[src/rtl/jpeg_pkg.sv]
// Shared widths, zigzag/quantization tables and FSM state type for the
// JPEG DCT quantize-and-zigzag stage.
package jpeg_pkg;

    localparam int N       = 8;
    localparam int IN_W    = 4*N - 12;
    localparam int OUT_W   = 12;
    localparam int RECIP_W = 17;

    typedef enum logic {FILL, DRAIN} state_t;

    // Scan position k -> raster index (row*8 + col)
    localparam logic [5:0] ZIGZAG [64] = '{
        6'd0,  6'd1,  6'd8,  6'd16, 6'd9,  6'd2,  6'd3,  6'd10,
        6'd17, 6'd24, 6'd32, 6'd25, 6'd18, 6'd11, 6'd4,  6'd5,
        6'd12, 6'd19, 6'd26, 6'd33, 6'd40, 6'd48, 6'd41, 6'd34,
        6'd27, 6'd20, 6'd13, 6'd6,  6'd7,  6'd14, 6'd21, 6'd28,
        6'd35, 6'd42, 6'd49, 6'd56, 6'd57, 6'd50, 6'd43, 6'd36,
        6'd29, 6'd22, 6'd15, 6'd23, 6'd30, 6'd37, 6'd44, 6'd51,
        6'd58, 6'd59, 6'd52, 6'd45, 6'd38, 6'd31, 6'd39, 6'd46,
        6'd53, 6'd60, 6'd61, 6'd54, 6'd47, 6'd55, 6'd62, 6'd63
    };

    localparam logic [7:0] QLUM [64] = '{
        8'd16, 8'd11, 8'd10, 8'd16, 8'd24,  8'd40,  8'd51,  8'd61,
        8'd12, 8'd12, 8'd14, 8'd19, 8'd26,  8'd58,  8'd60,  8'd55,
        8'd14, 8'd13, 8'd16, 8'd24, 8'd40,  8'd57,  8'd69,  8'd56,
        8'd14, 8'd17, 8'd22, 8'd29, 8'd51,  8'd87,  8'd80,  8'd62,
        8'd18, 8'd22, 8'd37, 8'd56, 8'd68,  8'd109, 8'd103, 8'd77,
        8'd24, 8'd35, 8'd55, 8'd64, 8'd81,  8'd104, 8'd113, 8'd92,
        8'd49, 8'd64, 8'd78, 8'd87, 8'd103, 8'd121, 8'd120, 8'd101,
        8'd72, 8'd92, 8'd95, 8'd98, 8'd112, 8'd100, 8'd103, 8'd99
    };

    // round(65536 / QLUM[i])
    localparam logic [RECIP_W-1:0] RECIP_LUM [64] = '{
        17'd4096, 17'd5958, 17'd6554, 17'd4096, 17'd2731, 17'd1638, 17'd1285, 17'd1074,
        17'd5461, 17'd5461, 17'd4681, 17'd3449, 17'd2521, 17'd1130, 17'd1092, 17'd1192,
        17'd4681, 17'd5041, 17'd4096, 17'd2731, 17'd1638, 17'd1150, 17'd950,  17'd1170,
        17'd4681, 17'd3855, 17'd2979, 17'd2260, 17'd1285, 17'd753,  17'd819,  17'd1057,
        17'd3641, 17'd2979, 17'd1771, 17'd1170, 17'd964,  17'd601,  17'd636,  17'd851,
        17'd2731, 17'd1872, 17'd1192, 17'd1024, 17'd809,  17'd630,  17'd580,  17'd712,
        17'd1337, 17'd1024, 17'd840,  17'd753,  17'd636,  17'd542,  17'd546,  17'd649,
        17'd910,  17'd712,  17'd690,  17'd669,  17'd585,  17'd655,  17'd636,  17'd662
    };

endpackage

[src/rtl/quant_round_sat.sv]
// Combinational quantizer: |x| * reciprocal, round half away from zero,
// restore sign and saturate to the symmetric output range.
module quant_round_sat
    import jpeg_pkg::*;
#(
    parameter int XW = IN_W,
    parameter int QW = OUT_W,
    parameter int RW = RECIP_W
) (
    input  logic signed [XW-1:0] x,
    input  logic        [RW-1:0] recip,
    output logic signed [QW-1:0] q
);

    localparam int PW = XW + RW;
    localparam int SW = PW - 16;
    localparam logic [SW-1:0] QMAX = SW'(2**(QW-1) - 1);

    logic          neg;
    logic [XW-1:0] mag;
    logic [PW-1:0] prod;
    logic [SW-1:0] scaled;
    logic [QW-2:0] mag_sat;

    // Magnitude is unsigned so the most-negative input maps to 2^(XW-1) cleanly
    always_comb begin
        neg = x[XW-1];
        mag = $unsigned(x);
        if (neg) mag = ~mag + 1'b1;
        prod    = PW'(mag) * PW'(recip);
        scaled  = SW'((prod + PW'(32768)) >> 16);
        mag_sat = (scaled > QMAX) ? QMAX[QW-2:0] : scaled[QW-2:0];
        q       = neg ? -$signed({1'b0, mag_sat}) : $signed({1'b0, mag_sat});
    end

endmodule

[src/rtl/dct_quant_zigzag.sv]
// Buffers an 8x8 DCT block column by column, then streams the quantized
// coefficients out in zigzag order with a valid/ready handshake.
module dct_quant_zigzag
    import jpeg_pkg::*;
(
    input  logic                    clk,
    input  logic                    reset,
    input  logic                    in_valid,
    output logic                    in_ready,
    input  logic signed [IN_W-1:0]  Y0,
    input  logic signed [IN_W-1:0]  Y1,
    input  logic signed [IN_W-1:0]  Y2,
    input  logic signed [IN_W-1:0]  Y3,
    input  logic signed [IN_W-1:0]  Y4,
    input  logic signed [IN_W-1:0]  Y5,
    input  logic signed [IN_W-1:0]  Y6,
    input  logic signed [IN_W-1:0]  Y7,
    output logic                    out_valid,
    input  logic                    out_ready,
    output logic signed [OUT_W-1:0] out_data,
    output logic [5:0]              out_index,
    output logic                    out_last
);

    logic signed [IN_W-1:0]  coef_buf [64];
    logic signed [IN_W-1:0]  col_in [8];
    state_t                  state;
    logic [2:0]              col;
    logic [5:0]              k;
    logic [5:0]              next_k;
    logic                    accept;
    logic                    advance;
    logic [5:0]              src_idx;
    logic signed [IN_W-1:0]  src_x;
    logic signed [OUT_W-1:0] q;

    assign in_ready = (state == FILL);
    assign accept   = in_valid && in_ready;
    assign advance  = out_valid && out_ready;
    assign next_k   = k + 6'd1;

    always_comb begin
        col_in[0] = Y0;
        col_in[1] = Y1;
        col_in[2] = Y2;
        col_in[3] = Y3;
        col_in[4] = Y4;
        col_in[5] = Y5;
        col_in[6] = Y6;
        col_in[7] = Y7;
    end

    // The column arriving with the last FILL beat is not yet in the buffer,
    // so any raster entry in column 7 is taken straight from the inputs.
    always_comb begin
        src_idx = (state == FILL) ? ZIGZAG[0] : ZIGZAG[next_k];
        if (state == FILL && col == 3'd7 && src_idx[2:0] == 3'd7)
            src_x = col_in[src_idx[5:3]];
        else
            src_x = coef_buf[src_idx];
    end

    quant_round_sat u_quant (
        .x     (src_x),
        .recip (RECIP_LUM[src_idx]),
        .q     (q)
    );

    always_ff @(posedge clk) begin
        if (accept) begin
            for (int r = 0; r < 8; r++)
                coef_buf[{3'(r), col}] <= col_in[r];
        end
    end

    always_ff @(posedge clk or posedge reset) begin
        if (reset) begin
            state     <= FILL;
            col       <= 3'd0;
            k         <= 6'd0;
            out_valid <= 1'b0;
            out_data  <= '0;
            out_index <= 6'd0;
            out_last  <= 1'b0;
        end else begin
            case (state)
                FILL: begin
                    if (accept) begin
                        col <= col + 3'd1;
                        if (col == 3'd7) begin
                            state     <= DRAIN;
                            k         <= 6'd0;
                            out_valid <= 1'b1;
                            out_data  <= q;
                            out_index <= 6'd0;
                            out_last  <= 1'b0;
                        end
                    end
                end
                DRAIN: begin
                    if (advance) begin
                        if (k == 6'd63) begin
                            state     <= FILL;
                            k         <= 6'd0;
                            out_valid <= 1'b0;
                            out_index <= 6'd0;
                            out_last  <= 1'b0;
                        end else begin
                            k         <= next_k;
                            out_data  <= q;
                            out_index <= next_k;
                            out_last  <= (next_k == 6'd63);
                        end
                    end
                end
                default: state <= FILL;
            endcase
        end
    end

endmodule
[config.mk]
export PLATFORM = sky130hd
export DESIGN_NAME = dct_quant_zigzag
export DESIGN_NICKNAME = d
export VERILOG_FILES = /design/src/rtl/jpeg_pkg.sv /design/src/rtl/quant_round_sat.sv /design/src/rtl/dct_quant_zigzag.sv
export SDC_FILE = /design/constraint.sdc
export NUM_CORES = 2
export LEC_CHECK = 0
export ABC_AREA = 1
export CORE_MARGIN = 2
export CORE_UTILIZATION = 50
export DETAILED_ROUTE_END_ITERATION = 7
export PLACE_DENSITY_LB_ADDON = 0.25
export SLEW_MARGIN = 10
export SYNTH_ARGS = -nofsm -noshare
export SYNTH_HDL_FRONTEND = slang
export SYNTH_SLANG_ARGS = --single-unit
[constraint.sdc]
create_clock -name clk -period 17.61 [get_ports clk]
set_input_delay 3.522 -clock clk [delete_from_list [all_inputs] [get_ports clk]]
set_output_delay 3.522 -clock clk [all_outputs]
set_load 0.03 [all_outputs]
; Yosys cells after proc, flatten, opt, wreduce, memory -nomap -nowiden
; Memories as Yosys holds them, arrays and structs flattened.
; Cells that the tools add are included.
; W data, S select, Z words.
[classes]
addsub = 5
n_mul = 1
n_div = 0
order_cmp = 4
n_eq_ne = 9
shift = 0
mux = 39
bitwise_logic = 5
reduce_logical = 8
[ops]
columns = cell, count
row1 = $mux W20, 4
row2 = $bmux W20 S3, 1
row3 = $mux W12, 5
row4 = $mux W6, 7
row5 = $add A37 B16 Y37 const B, 1
row6 = $mul A20 B17 Y37, 1
row7 = $mux W17, 2
row8 = $pmux W12 S2, 1
row9 = $gt A21 B11 Y1 const B, 1
row10 = $add A20 B1 Y20 const B, 1
row11 = $not A20 Y20, 1
row12 = $ge A7 B7 Y1 const B, 2
row13 = $mux W1, 14
row14 = $not A6 Y7, 2
row15 = $eq A6 B6 Y1 const B, 2
row16 = $neg A11 Y12, 1
row17 = $pmux W6 S2, 1
row18 = $mux W11, 1
row19 = $ne A2 B1 Y1 const B, 4
row20 = $reduce_and A4 Y1, 2
row21 = $add A6 B1 Y6 const B, 1
row22 = $eq A3 B3 Y1 const B, 2
row23 = $pmux W1 S2, 3
row24 = $ge A4 B4 Y1 const B, 1
row25 = 7 further kinds, 10
[word_totals]
regBits = 24
latchBits = 0
ramBits = 1280
romBits = 1472
in_bits = 164
elab_cells = 80
memories = 3
[mem_list]
columns = memory, depth, word_bits, rd, rd_clocked_by_memory_dff, write_ports, line_no
row1 = coef_buf, 64, 20, 1, 0, 8, dct_quant_zigzag.sv:25  ; logic signed [IN_W-1:0] coef_buf [64];
row2 = (name not given), 64, 17, 1, 0, 0, dct_quant_zigzag.sv:65  ; .recip (RECIP_LUM[src_idx]),
row3 = (name not given), 64, 6, 1, 0, 0, dct_quant_zigzag.sv:56  ; src_idx = (state == FILL) ? ZIGZAG[0] : ZIGZAG[next_k];

; Logic depth before layout (Yosys ltp)
[logic_depth]
depth_word = 23
depth_mapped = 69

; Hierarchy
; From an unflattened synthesis, not the netlist that was laid out.
[hier_totals]
hier_cells = 7411
hier_area_um2 = 70707.8
[modules_own_cells]
columns = module, n_inst, cells_each, area_each_um2, seq_area_each_um2
row1 = dct_quant_zigzag, 1, 5737, 58372.2, 39037.4
row2 = quant_round_sat, 1, 1674, 12335.6, 0.0

; Least setup slack after synthesis
; OpenSTA, ideal clock, no wires.
[synth_path]
path_kind = input to register
start = input in_valid
end = memory coef_buf[0][0] (netlist name) (enable)
setup_ps = 682
arrival_time_ps = 10567
path_slack_ps = 6361
path_stages = 3
path_buffers = 0
cell_sequence = nand2_1 -> or2_2 -> nor2_1
[synth_rtl]
columns = item, line_no
row1 = "start, declared", dct_quant_zigzag.sv:8  ; input logic in_valid,
row2 = "end, declared", dct_quant_zigzag.sv:25

; Worst setup path in the final report
[layout_path]
start = register k[0]
end = register out_data[10]
[layout_between]
elab_chain_cells = 23
word_cells_on_any_way = 35
cone_classes = 4 x add/sub / 1 x mul / 1 x order compare / 3 x eq/ne / 17 x mux / 4 x bitwise / 2 x reduce/logical / 3 x memory
[layout_rtl]
columns = item, line_no
row1 = "start, declared", dct_quant_zigzag.sv:29  ; logic [5:0] k;
row2 = "start signal, assigned", dct_quant_zigzag.sv:109  ; k <= next_k;
row3 = branches (longest 23 deep; another with $mul A20 B17 Y37), --
row4 = "end signal, assigned", dct_quant_zigzag.sv:94  ; out_data <= q;
row5 = "end signal, assigned", dct_quant_zigzag.sv:110  ; out_data <= q;
row6 = "end, declared", dct_quant_zigzag.sv:20  ; output logic signed [OUT_W-1:0] out_data,
; Parallel ways; which one is timed is not known. The select of a mux whose other input is x is not followed.
; A chain may end at the register's enable or synchronous reset.

==> results.md <==
- CTS Root Cell: clkbuf_16
- Setup violations, final: 0
- I/O pin cnt: 185
- Crit path capture type: flip-flop
- Synth Area in Compound Gates: 10.7%
- Outcome: complete, no violations
- Via Count: 41,460
- Initial Util: 50.2%
- Fin nets: 5,803
- Largest family of logic cells by synthesized area: simple AND/OR/NAND/NOR gates
- Total GRT Usage: 26.2%
- Slew @ Worst Pin: 1.21 ns
- Routed WL: 168,000 um
- Post-synthesis mux area share: 1.15%
- Area after DPL: 66,000 um2
- Routability congestion estimate: 0.928
- Num CTS Buffers: 138
- Avg Cell Area, Syn: 12.2 um2
- Most common cell on crit path: nand2_1
- Longest Clk Path Bufs: 3
- Worst path arrival time: 15.94 ns
- Netlist cell types: 66
- Fraction of layout cells with a size suffix above 1: 6.86%
- Initial antenna violation count: 31
- Wire length per cell: 23.9 um
- Core Rows: 130
- YS warnings: 0
- Vias/cell: 5.89
- Vias in the first global route: 41,069
- Routed Antenna Nets: 0
- Post-Layout Inst Area: 70,500 um2
- Crit path largest cell delay: 0.86 ns
- Slew HR: 19.5%
- Crit Path Category: flip-flop to flip-flop
- Seq/Total Area, Yosys: 62.1%
- Required @ worst endpoint: 18.27 ns
- Tightest Hold Check Type: flip-flop to flip-flop
- # hold bufs at CTS: 0
- Mapped Cells: 5,164
- FF+latch area: 39,000 um2
- PostCTS Resize Cnt: 0
- CTS sink cnt: 1,304
- CP max FO: 114
- First-pass GRT wire length: 253,000 um
- Latest clock arrival within the worst-skew pair: 0.79 ns
- Number of I/O port buffers: 184
- WP depth: 57
- P&R area growth vs syn: 12.1%
- Max Clk Rate: 0.0655 GHz
- Register bit count reported by yosys: 1,304
- Top_reg_cell synth: edfxtp_1
- Setup Skew: 0.0340 ns
- Adder-cell share of the synthesized area: 9.58%
- Asr flop ratio synth: 1.84%
- Post-Synth Simple-Gate Area: 10.9%
- Reg clk slew, reported paths: 0.07 ns
- Hold Vio Cnt, Final: 0
- CP max stage cell: buf_4
- DP Wirelength: 96,800 um
- Syn_nets: 5,690
- EDFF count, synth: 1,280
- Total gr overflow: 0
- RSZ-0062 raised after global routing: no
- CP top delay family: simple AND/OR/NAND/NOR gates
- WP buf/inv: 9
- Std-Cell Core Area: 125,000 um2
- Startpoint types: flip-flop
- DRC: 0
- CTS tree: yes
- Post-CTS Setup Inserts: 0
- XOR/XNOR Fraction of Synth Area: 0.288%
- Cell area after synthesis: 62,900 um2
- Filler cells: 10,170
- Setup TNS: 0 ns
- DIE AREA: 129,000 um2
- Max Slew Vio Count: 0
- Minimum clock period: 15.28 ns
- DR pass1 iterations: 6
- Die Span X: 359 um
- Max-cap check violation count: 0
- Hold depth: 2
- DR iter-0 viols: 4,345
- Die Y: 359 um
- Largest net degree at the start of global routing: 155
- CTS H-tree depth: 4
- Area of the multi-input gates: 20,700 um2
- Worst r2r path cells: 57
- Tcrit/Tclk final: 86.8%
==> path summary, 6_finish.rpt <==
kind,start,end,slack (ns)
worst min-delay path,out_data[9],out_data[9],0.48
worst max register to register,k[0],out_data[10],2.33
max in group asynchronous,reset,out_data[7],13.76
worst max-delay path,k[0],out_data[10],2.33
worst min register to register,out_data[9],out_data[9],0.48
min in group asynchronous,reset,out_last,3.26
==> final cells by class <==
type                            instances  area share (%)
Clock inverter                         75            1.10
Sequential cell                      1304            55.4
Tap cell                             1650            2.93
Inverter                              481            2.58
Timing Repair Buffer                  247            3.44
Clock buffer                          167            5.20
Antenna cell                           10          0.0355
Multi-Input combinational cell       3105            29.3
==> kinds of logic (layout without fill, tap and decap cells) <==
kind of cell             count (synthesis)  in the layout
adder cells (fa/ha/maj)                362            362
multiplexers                            72             72
flip-flops                            1304           1304
XOR/XNOR                                19             19
buffers and inverters                  755            970
other                                    0             10
AO/OA/AOI/OAI                         1001           1001
AND/OR/NAND/NOR                       1651           1651
==> worst min-delay path, stage by stage, from the launching register on <==
cell and delay [ns]:
dfrtp_1 0.34, nand2_1 0.05, nand2_1 0.05
==> sequential cells by signal, indices dropped and copies added (netlist names) <==
register	cells
coef_buf	1280
col	3
k	6
out_data	12
out_last	1
out_valid	1
state	1
==> per-layer routing <==
| layer | track usage (%) | vias up | wire length, um |
|---|---|---|---|
| met5 | 0 | - | 210 |
| met3 | 5.41 | 323 | 14000 |
| li1 | - | 18706 | - |
| met2 | 42.8 | 1742 | 80200 |
| met1 | 35.7 | 20657 | 70100 |
| met4 | 7.31 | 32 | 3920 |
==> Yosys cell counts (all sizes together), types with 14 or more instances <==
| library cell | n | share of area [%] |
|---|---|---|
| a211oi | 34 | 0.41 |
| a21oi | 241 | 1.9 |
| a221o | 20 | 0.32 |
| a221oi | 47 | 0.65 |
| a22o | 62 | 0.86 |
| a22oi | 134 | 1.6 |
| buf | 226 | 2.1 |
| clkbuf | 48 | 0.29 |
| dfrtp | 24 | 0.95 |
| edfxtp | 1280 | 61 |
| fa | 199 | 6.3 |
| ha | 163 | 3.2 |
| inv | 476 | 2.8 |
| mux2i | 72 | 1.1 |
| nand2 | 972 | 5.9 |
| nand3 | 126 | 1.1 |
| nand4 | 43 | 0.45 |
| nor2 | 381 | 2.3 |
| nor3 | 54 | 0.44 |
| o2111ai | 45 | 0.63 |
| o211ai | 126 | 1.5 |
| o21a | 19 | 0.23 |
| o21ai | 171 | 1.4 |
| o221ai | 26 | 0.36 |
| o22ai | 41 | 0.43 |
| or2 | 65 | 0.65 |
| xor2 | 14 | 0.22 |
==> cell usage in the layout (no fill, tap or decap), drive strengths merged, types with 134 or more instances in the layout <==
cell / instances
o21ai: 171
clkbuf: 167
ha: 163
a22oi: 134
a21oi: 241
inv: 482
nand2: 972
clkdlybuf4s50: 184
fa: 199
edfxtp: 1280
nor2: 381
==> metrics by stage <==
stage                     setup slack [ns]  hold slack (ns)  utilization (%)  cells
after floorplan                       6.36            0.492                -   5164
after global placement                2.69            0.471             52.7   6787
after detailed placement              2.47            0.472             52.7   6787
after CTS                             2.45            0.489             56.3   7029
after global routing                  1.20            0.510             56.3   7035
final                                 2.33            0.481             56.3   7039
Power is left out: the tool's default activity adds up to more than one toggle a clock period on the data nets, which glitch-free logic cannot reach.
